$ cat config.mk
export PLATFORM = sky130hd
export DESIGN_NAME = if_fetch_stage
export DESIGN_NICKNAME = d
export VERILOG_FILES = /design/src/rtl/if_fetch_stage.sv
export SDC_FILE = /design/constraint.sdc
export NUM_CORES = 1
export LEC_CHECK = 0
export ABC_CLOCK_PERIOD_IN_PS = 9150
export CORE_MARGIN = 4
export CORE_UTILIZATION = 55
export CTS_BUF_LIST = sky130_fd_sc_hd__clkbuf_4 sky130_fd_sc_hd__clkbuf_8
export DETAILED_ROUTE_END_ITERATION = 8
export GPL_ROUTABILITY_DRIVEN = 0
export PLACE_DENSITY = 0.81
export SYNTH_ARGS = -nofsm -noshare
export SYNTH_HDL_FRONTEND = slang
export SYNTH_SLANG_ARGS = --single-unit
$ cat constraint.sdc
create_clock -name clk -period 9.15 [get_ports clk]
set_clock_uncertainty 0.15 [all_clocks]
set_input_delay 0.915 -clock clk [delete_from_list [all_inputs] [get_ports clk]]
set_output_delay 0.915 -clock clk [all_outputs]
set_load 0.01 [all_outputs]
$ cat src/rtl/if_fetch_stage.sv
// Fetch stage and IF/ID register for the 5-stage MIPS core, with a req/ready instruction-memory port.
// Optional performance counters (BubbleCnt, KillCnt) are enabled by defining IF_PERF_CNT_EN.
module if_fetch_stage #(
    parameter logic [31:0] RESET_PC  = 32'h0000_0000,
    parameter logic [31:0] NOP_INSTR = 32'h0000_0000
) (
    input  logic        clk,
    input  logic        rst,
    input  logic        StallF,
    input  logic        StallD,
    input  logic        PCSrcD,
    input  logic [31:0] PCBranchD,
    output logic        imem_req,
    output logic [31:0] imem_addr,
    input  logic        imem_ready,
    input  logic [31:0] imem_rdata,
    output logic [31:0] InstrD,
    output logic [31:0] PCPlus4D,
    output logic        ValidD,
`ifdef IF_PERF_CNT_EN
    output logic [31:0] BubbleCnt,
    output logic [31:0] KillCnt,
`endif
    output logic        ImemBusyF
);

    typedef enum logic [1:0] {BOOT, FETCH, KILL, HOLD} state_t;

    state_t      state, state_nx;
    logic [31:0] pcf, pcf_nx;
    logic [31:0] pend_pc, pend_pc_nx;
    logic [31:0] hold_instr, hold_instr_nx;
    logic [31:0] hold_pc4, hold_pc4_nx;
    logic [31:0] instr_nx, pc4_nx;
    logic        valid_nx;
    logic        redirect;
    logic [31:0] target;
    logic [31:0] pc_plus4;

    // Branch operands are only trustworthy once D is not stalled.
    assign redirect = PCSrcD & ~StallD;
    assign target   = {PCBranchD[31:2], 2'b00};
    assign pc_plus4 = pcf + 32'd4;

    assign imem_req  = (state == FETCH) || (state == KILL);
    assign imem_addr = pcf;
    assign ImemBusyF = imem_req & ~imem_ready;

    always_comb begin
        state_nx      = state;
        pcf_nx        = pcf;
        pend_pc_nx    = pend_pc;
        hold_instr_nx = hold_instr;
        hold_pc4_nx   = hold_pc4;
        instr_nx      = InstrD;
        pc4_nx        = PCPlus4D;
        valid_nx      = ValidD;
        case (state)
            BOOT: state_nx = FETCH;
            FETCH: begin
                if (imem_ready) begin
                    if (redirect) begin
                        pcf_nx   = target;
                        valid_nx = 1'b0;
                        instr_nx = NOP_INSTR;
                    end else if (StallF || StallD) begin
                        hold_instr_nx = imem_rdata;
                        hold_pc4_nx   = pc_plus4;
                        pcf_nx        = pc_plus4;
                        state_nx      = HOLD;
                    end else begin
                        instr_nx = imem_rdata;
                        pc4_nx   = pc_plus4;
                        valid_nx = 1'b1;
                        pcf_nx   = pc_plus4;
                    end
                end else if (redirect) begin
                    // The in-flight request cannot be withdrawn; remember where to go once it lands.
                    pend_pc_nx = target;
                    valid_nx   = 1'b0;
                    instr_nx   = NOP_INSTR;
                    state_nx   = KILL;
                end else if (!StallD) begin
                    valid_nx = 1'b0;
                    instr_nx = NOP_INSTR;
                end
            end
            KILL: begin
                if (redirect) pend_pc_nx = target;
                if (imem_ready) begin
                    pcf_nx   = redirect ? target : pend_pc;
                    state_nx = FETCH;
                end
                if (!StallD) begin
                    valid_nx = 1'b0;
                    instr_nx = NOP_INSTR;
                end
            end
            HOLD: begin
                if (redirect) begin
                    pcf_nx   = target;
                    valid_nx = 1'b0;
                    instr_nx = NOP_INSTR;
                    state_nx = FETCH;
                end else if (!StallD && !StallF) begin
                    instr_nx = hold_instr;
                    pc4_nx   = hold_pc4;
                    valid_nx = 1'b1;
                    state_nx = FETCH;
                end
            end
            default: state_nx = BOOT;
        endcase
    end

    always_ff @(posedge clk or posedge rst) begin
        if (rst) begin
            state      <= BOOT;
            pcf        <= RESET_PC;
            pend_pc    <= 32'd0;
            hold_instr <= 32'd0;
            hold_pc4   <= 32'd0;
            InstrD     <= NOP_INSTR;
            PCPlus4D   <= 32'd0;
            ValidD     <= 1'b0;
        end else begin
            state      <= state_nx;
            pcf        <= pcf_nx;
            pend_pc    <= pend_pc_nx;
            hold_instr <= hold_instr_nx;
            hold_pc4   <= hold_pc4_nx;
            InstrD     <= instr_nx;
            PCPlus4D   <= pc4_nx;
            ValidD     <= valid_nx;
        end
    end

`ifdef IF_PERF_CNT_EN
    logic bubble_evt, kill_evt;

    // Only starvation bubbles count; flush bubbles are accounted for by KillCnt.
    assign bubble_evt = (state == FETCH) && !imem_ready && !redirect && !StallD;
    assign kill_evt   = ((state == FETCH) && imem_ready && redirect) ||
                        ((state == KILL) && imem_ready) ||
                        ((state == HOLD) && redirect);

    always_ff @(posedge clk or posedge rst) begin
        if (rst) begin
            BubbleCnt <= 32'd0;
            KillCnt   <= 32'd0;
        end else begin
            if (bubble_evt) BubbleCnt <= BubbleCnt + 32'd1;
            if (kill_evt)   KillCnt   <= KillCnt + 32'd1;
        end
    end
`endif

endmodule

Word level (Yosys, flattened, before mapping)
Index checks and enable logic that the tools add are counted.
Operators by class
  equality and inequality tests: 16
  divide/modulo/power cells: 0
  $lt $le $gt $ge: 0
  bitwise logic cells: 5
  multiply operators: 0
  shift-type cells: 0
  $add $sub $neg: 1
  reduce and logical (&&, ||, !) cells: 15
  mux-type cells: 38
Operators with widths (number)
  2-to-1 mux 32 bit: 18
  case mux 32 bit (3 select lines): 2
  case mux 32 bit (2 select lines): 2
  adder 32 x 3 -> 32 bit, second input constant: 1
  inequality test 2 bit, second input constant: 8
  2-to-1 mux 2 bit: 7
  inequality test 3 bit, second input constant: 3
  case mux 2 bit (4 select lines): 1
  AND reduction 4 bit: 2
  2-to-1 mux 1 bit: 7
  AND reduction 6 bit: 1
  AND reduction 5 bit: 1
  == test 2 bit, second input constant: 2
  inequality test 4 bit, second input constant: 1
  nonzero test 2 bit: 2
  inequality test 3 x 2 -> 1 bit, second input constant: 1
  inverter 1 bit: 3
  case mux 1 bit (3 select lines): 1
  AND reduction 3 bit: 1
  nonzero test 3 bit: 1
  bitwise AND 1 bit: 2
  == test 2 x 1 -> 1 bit, second input constant: 1
  logical NOT 1 bit: 2
  logical NOT 2 bit: 1
  3 further kinds: 4
Storage, ports and cells
  flip-flop bits (word level): 195
  output and inout bits: 99
  word-level logic and storage cells: 83
  input port bits: 70
  bits in latches: 0
  ROM bits: 0
  RAM bits: 0
  memories kept: 0

Depth between registers and ports, before layout
Gate-level depths: netlist of the first run.
  word-level depth: 5
  mapped depth: 10
  mapped depth without buffers: 7

Worst setup path after synthesis of the first run
OpenSTA, ideal clock, no wires.
  path kind: input to register
  start: input port StallD
  end: register pend_pc[10]
  data required time: 8.875 ns
  arrival time: 2.545 ns
  path buffers: 3
  cell stages on the path: 6
  setup slack: 6.330 ns
  path through: clkbuf_1 nand2b_1 clkbuf_1 a211oi_1 clkbuf_1 mux2_2
On the way
  longest elaborated chain between the ends: 5
Ends and longest elaborated chain
  from (decl): line 10  | input logic StallD,
  inverter 1 bit *: line 41  | assign redirect = PCSrcD & ~StallD;
  bitwise AND 1 bit *: line 41
  2-to-1 mux 32 bit *
  2-to-1 mux 32 bit
  case mux 32 bit (2 select lines) *
  to (signal assigned): line 129  | pend_pc <= pend_pc_nx;
  to (decl): line 31  | logic [31:0] pend_pc, pend_pc_nx;
Mark *: on every way between the ends. The rest lies on a longest branch, timed or not. The select of a mux whose other input is x is not followed.
A chain may end at the register's enable or synchronous reset.

Worst setup path after layout of the first run
  start: input port StallD
  end: register pcf[21] (netlist: imem_addr[21])
On the way
  longest elaborated chain between the ends: 5
  elaborated cells on any way between the ends: 9
  those cells by class: eq/ne: 1; mux: 5; bitwise: 2; reduce/logical: 1
Ends and longest elaborated chain
  inverter 1 bit *: line 41
  bitwise AND 1 bit *: line 41
  2-to-1 mux 32 bit, on equally long branches
  2-to-1 mux 32 bit, on equally long branches: line 90, 61
  case mux 32 bit (3 select lines): line 58  | case (state)
  to (signal assigned): line 128  | pcf <= pcf_nx;
  to (decl): line 30  | logic [31:0] pcf, pcf_nx;
Marks and branches as above.

==> impl_metrics.ini, run 1 <==
[status]
status = completed

[clocking]
htree_levels = 4
post_cts_resized = 0
cts_inserted_buffers = 17
cts_tree = built
cts.sinks = 195
root_buffer = clkbuf_8
cts_setup_buffers = 0
cts.path.max_buffers = 2
clk_latency_ns = 0.48
cts_hold_buf = 0
path_clk_slew_ns = 0.10

[power_and_ir_drop]
vdd_ir_drop_max_mv = 0.2902
leakage_uw = 0.004711
power_density_mw_per_mm2 = 357.6

[global_route]
grt_pass1_wl_microns = 39700
grt_max_degree = 121
grt_usage_pct = 25.70
antenna_found_initial = 1
first_global_vias = 7289
gr-total-overflow = 0

[finish]
stdcell_count = 1257
fill_cells = 1279
areaGrowthSynthToFinish_pct = 22.95
drive_gt1_share_pct = 12.74
final_nets = 1099

[worst_setup_path]
slowest_delay_ns = 0.76
crit_chain = clkdlybuf4s50_1, nand2b_1, nand2_1, a22o_1, a21o_1, a22o_1
cp_data_arrival_time_ns = 3.86
cp.required_ns = 9.37
worstSetupPathType = in2reg
crit_top_cell = a22o_1
crit_fanout = 21
cp_slowest_cell = nand2_1
end_kind = flip-flop
ff2ff_setup_slack_ns = 5.78
start_kind = input port

[flow_run]
cap_violations = 0

[placement]
io_buffers = 166
dp.cells = 1225
dp_hpwl_microns = 16550

[floorplanning]
num_rows = 47
initial_core_util_pct = 56.25
die-area_sq_mm = 0.01911
die_y_microns = 138.2
coreArea_sq_mm = 0.01658
io_pins = 169
die_w_microns = 138.2

[synthesis]
synth_area_leaders = dfrtp_1 (52%), mux2_2 (8.6%), o21ai_0 (4.8%)
async_flop_share_pct = 100.0
syn_nets = 978
synth_top_cell_by_area = dfrtp_1
synth.cell_area_sq_mm = 0.009329
synth-seq-cells = 195
synthFlopType = dfrtp_1
synth_edf_count = 0
ys_seq_area_share_pct = 52.31
netlist_top_cells_count = dfrtp_1 (195), o21ai_0 (89), mux2_2 (71)
yosysMostFrequentCell = dfrtp_1
synth.distinct_cells = 56
avgSynthCellArea_sq_um = 10.33
synth_top_area_share_pct = 52.31
postSynthCellCount = 903
yosys_warnings = 0

[min_path]
hold_class = reg2reg

[sta]
slew_viol_final = 0
finalSetupTns_ns = 0
min_period_ns = 3.634
fin_crit_sh_pct = 39.72
setup_viol = 0
worst_slew_pin_slew_ns = 1.329
relSlewSlack_pct = 11.10
rsz0062_at_grt = no
hold_viol_final = 0
fmax_mhz = 275.2

[routing]
initialDrtViolationCount = 662
vias = 7694
antenna_left = 0
routed_wl_microns = 24780
via_per_inst = 6.121
first_pass_iters = 5
drc = 0
wl_per_cell_microns = 19.72
-- layout by cell type, fill, tap and decap left out, drive strengths merged, types with 4 or more instances in the layout --
cell             n
a211oi           4
a21o             4
a21oi           46
a221oi           6
a222oi           5
a22o             8
a22oi           37
a31oi            7
and3            12
and4             4
buf             15
clkbuf          20
clkdlybuf4s50  166
clkinv           4
dfrtp          195
ha               5
inv             25
mux2            71
mux2i            7
nand2           66
nand2b           4
nand3           12
nand4           14
nor2            56
nor2b            6
nor3            19
nor4            11
o21a             4
o21ai           91
o22ai            7
o2bb2ai         37
o31a             8
o31ai            5
or4              6
xnor2           12
xor2             7
-- report_power, final --
| group | switching [uW] | internal (uW) | leakage (uW) |
|---|---|---|---|
| Sequential | 313 | 1260 | 0.00240 |
| Clock | 307 | 228 | 0.000183 |
| Combinational | 1070 | 928 | 0.00213 |
| Total | 1690 | 2410 | 0.00471 |
-- cells by family after synthesis --
| kind of cell | synth area share (%) |
|---|---|
| AND/OR/NAND/NOR | 11.47 |
| adder cells (fa/ha/maj) | 0.6706 |
| multiplexers | 9.321 |
| buffers and inverters | 4.184 |
| AO/OA/AOI/OAI | 20.27 |
| XOR/XNOR | 1.784 |
| flip-flops | 52.31 |
-- metrics by stage --
step / hold WS [ns] / setup WS (ns) / total power, uW / area [sq um] / util [%]
6_report: 0.3311 / 5.516 / 4102 / 11470 / 69.16
5_1_grt: 0.3547 / 5.305 / 4370 / 11470 / 69.16
4_1_cts: 0.3352 / 5.593 / 4093 / 11470 / 69.15
3_5_place_dp: 0.3128 / 5.096 / 3563 / 11100 / 66.95
3_3_place_gp: 0.3031 / 5.120 / 3492 / 11100 / 66.95
2_1_floorplan: 0.2918 / 2.773 / 2741 / 9329 / -
-- sequential cells by signal, summed over array words and instances (netlist names) --
name	count
state	2
PCPlus4D	32
pend_pc	32
hold_pc4	32
InstrD	32
imem_addr	32
ValidD	1
hold_instr	32
-- final timing paths --
path,cells past startpoint,from,endpoint
worst max-delay path,6,StallD,imem_addr[21]
worst min-delay path,2,hold_pc4[18],hold_pc4[18]
worst max register to register,7,state[0],imem_addr[26]
worst min register to register,2,hold_pc4[18],hold_pc4[18]
max in group asynchronous,3,rst,InstrD[28]
min in group asynchronous,2,rst,pend_pc[15]
-- per-layer routing --
metal | track usage (%) | vias to the layer above | routed length [microns]
li1 | - | 3549 | -
met1 | 37.56 | 3807 | 10960
met2 | 39.18 | 292 | 11520
met3 | 4.834 | 46 | 1654
met4 | 8.424 | 0 | 650
met5 | 0 | - | 0
-- layout make-up --
cell class                      count  area (sq um)  area share (%)
Sequential cell                   195          4880           42.54
Multi-Input combinational cell    607          4083           35.59
Timing Repair Buffer              181          1774           15.47
Tap cell                          220         275.3           2.400
Clock buffer                       20         262.8           2.291
Clock inverter                     11         102.6          0.8945
Inverter                           22         90.09          0.7854
Antenna cell                        1         2.502         0.02182
-- worst max-delay path: cells and delay by family --
kind	cells	cell delay, ns
AND/OR/NAND/NOR	2	1.46
buffers and inverters	1	0.65
AO/OA/AOI/OAI	3	0.83
(Power assumes the default switching activity.)
==> run 2: changes to the inputs <==
==> config.mk (replaced) <==
export PLATFORM = sky130hd
export DESIGN_NAME = if_fetch_stage
export DESIGN_NICKNAME = d
export VERILOG_FILES = /design/src/rtl/if_fetch_stage.sv
export SDC_FILE = /design/constraint.sdc
export NUM_CORES = 1
export LEC_CHECK = 0
export ABC_CLOCK_PERIOD_IN_PS = 3300
export CORE_MARGIN = 4
export CORE_UTILIZATION = 49
export CTS_BUF_LIST = sky130_fd_sc_hd__clkbuf_4 sky130_fd_sc_hd__clkbuf_8
export DETAILED_ROUTE_END_ITERATION = 8
export GPL_ROUTABILITY_DRIVEN = 0
export PLACE_DENSITY = 0.76
export SYNTH_ARGS = -nofsm -noshare
export SYNTH_HDL_FRONTEND = slang
export SYNTH_SLANG_ARGS = --single-unit
==> constraint.sdc (replaced) <==
create_clock -name clk -period 3.3 [get_ports clk]
set_clock_uncertainty 0.15 [all_clocks]
set_input_delay 0.33 -clock clk [delete_from_list [all_inputs] [get_ports clk]]
set_output_delay 0.33 -clock clk [all_outputs]
set_load 0.01 [all_outputs]
==> run 2 against run 1 <==
Net effect: design area grew 2.0%; global-route usage shrank 1.5 points; largest cell class unchanged; routed wire length grew 3.4%; via count grew 1.4%; critical endpoint is now PCPlus4D[26]; total power grew to 2.8 times the previous value; highest routed layer unchanged; first-iteration DRC count grew 35%.
==> impl_metrics.ini, run 2 (synthesized netlist as in run 1, its figures left out) <==
[status]
status = completed

[worst_setup_path]
cp.required_ns = 3.52
end_kind = flip-flop
r2r_start = imem_addr[3]
r2r_cells = 6
crit_chain = ha_1, nand3_1, nor4_2, nand4_1, and4_1, or3_1
cp_data_arrival_time_ns = 2.97
crit_family = simple AND/OR/NAND/NOR gates
worstSetupStartpoint = imem_addr[3]
r2r_end = PCPlus4D[26]
ff2ff_setup_slack_ns = 0.54
worstSetupPathType = reg2reg
cp_slowest_cell = dfrtp_1
slowest_delay_ns = 0.50
start_kind = flip-flop
crit_fanout = 6
crit_buf_inv = 0
cp_num_cells = 6
cp-endpoint = PCPlus4D[26]

[floorplanning]
initial_core_util_pct = 49.87
die_y_microns = 146.0
coreArea_sq_mm = 0.01871
die-area_sq_mm = 0.02131
num_rows = 50
die_w_microns = 146.0
io_pins = 169

[clocking]
clk_latency_ns = 0.48
root_buffer = clkbuf_8
cts_inserted_buffers = 17
cts_setup_buffers = 0
cts.sinks = 195
cts.path.max_buffers = 2
htree_levels = 4
cts_tree = built
cts_hold_buf = 0
post_cts_resized = 0
path_clk_slew_ns = 0.12

[routing]
vias = 7800
routed_wl_microns = 25630
antenna_left = 0
initialDrtViolationCount = 894
wl_per_cell_microns = 19.93
drc = 0
first_pass_iters = 7
via_per_inst = 6.065

[power_and_ir_drop]
vdd_ir_drop_max_mv = 0.6143
power_density_mw_per_mm2 = 992.2
leakage_uw = 0.004826
power.total_uw = 11610

[sta]
fin_crit_sh_pct = 83.53
min_period_ns = 2.757
rsz0062_at_grt = no
whs_ns = 0.1487
slew_viol_final = 0
setup_viol = 0
finalSetupTns_ns = 0
fmax_mhz = 362.8
relSlewSlack_pct = 40.42
hold_viol_final = 0
worst_slew_pin_slew_ns = 0.8905

[global_route]
grt_pass1_wl_microns = 41700
first_global_vias = 7739
grt_max_degree = 81
grt_usage_pct = 24.19
antenna_found_initial = 1
gr-total-overflow = 0

[flow_run]
cap_violations = 0

[finish]
drive_gt1_share_pct = 13.99
postLayoutCoreUtil_pct = 62.57
multi_input_area_sq_mm = 0.004083
final_cell_mix = dfrtp_1 (195), clkdlybuf4s50_1 (166), o21ai_0 (89), mux2_2 (71), nand2_1 (66)
final_common_cell = dfrtp_1
areaGrowthSynthToFinish_pct = 25.46
seq_area_sq_mm = 0.004880
fill_cells = 1529
final_nets = 1113

[placement]
dp_hpwl_microns = 17850
io_buffers = 166

[min_path]
hold_class = in2async
## run 2: per-stage QoR
step	std cells	setup slack [ns]	instance area, sq um
6_report	1286	0.5435	11700
5_1_grt	1286	0.3773	11700
4_1_cts	1285	0.5814	11700
3_5_place_dp	1253	0.4038	11270
3_3_place_gp	1253	0.4227	11270
2_1_floorplan	903	0.3016	9333
## run 2: worst min path at each step
stage	from	end	slack [ns]	cells after the start
after detailed placement	hold_pc4[22]	hold_pc4[22]	0.31	2
final	rst	pend_pc[17]	0.15	2
after global placement	hold_pc4[22]	hold_pc4[22]	0.30	2
after CTS	rst	pend_pc[17]	0.14	2
after global routing	rst	pend_pc[17]	0.17	2
after floorplan	hold_pc4[11]	hold_pc4[11]	0.29	2
## run 2: report_power, final
group | internal [uW] | switching (uW) | total, uW
clock | 601 | 1020 | 1620
combinational | 2650 | 2990 | 5640
sequential | 3480 | 865 | 4350
## run 2: routing by layer
layer  vias to the layer above  wire length, microns  GRT usage (%)
li1                       3593                     -              -
met1                      3864                 11030          33.05
met2                       300                 12190          38.54
met3                        43                  1841          5.761
met4                         0                   575          7.573
met5                         -                     0              0
## run 2: layout make-up
type | count | area share, %
clock buffer | 17 | 1.999
clock inverter | 15 | 1.678
multi-input combinational | 607 | 34.88
tap | 234 | 2.502
inverter | 22 | 0.7377
sequential | 195 | 41.69
antenna | 1 | 0.02138
timing repair buffer | 195 | 16.48
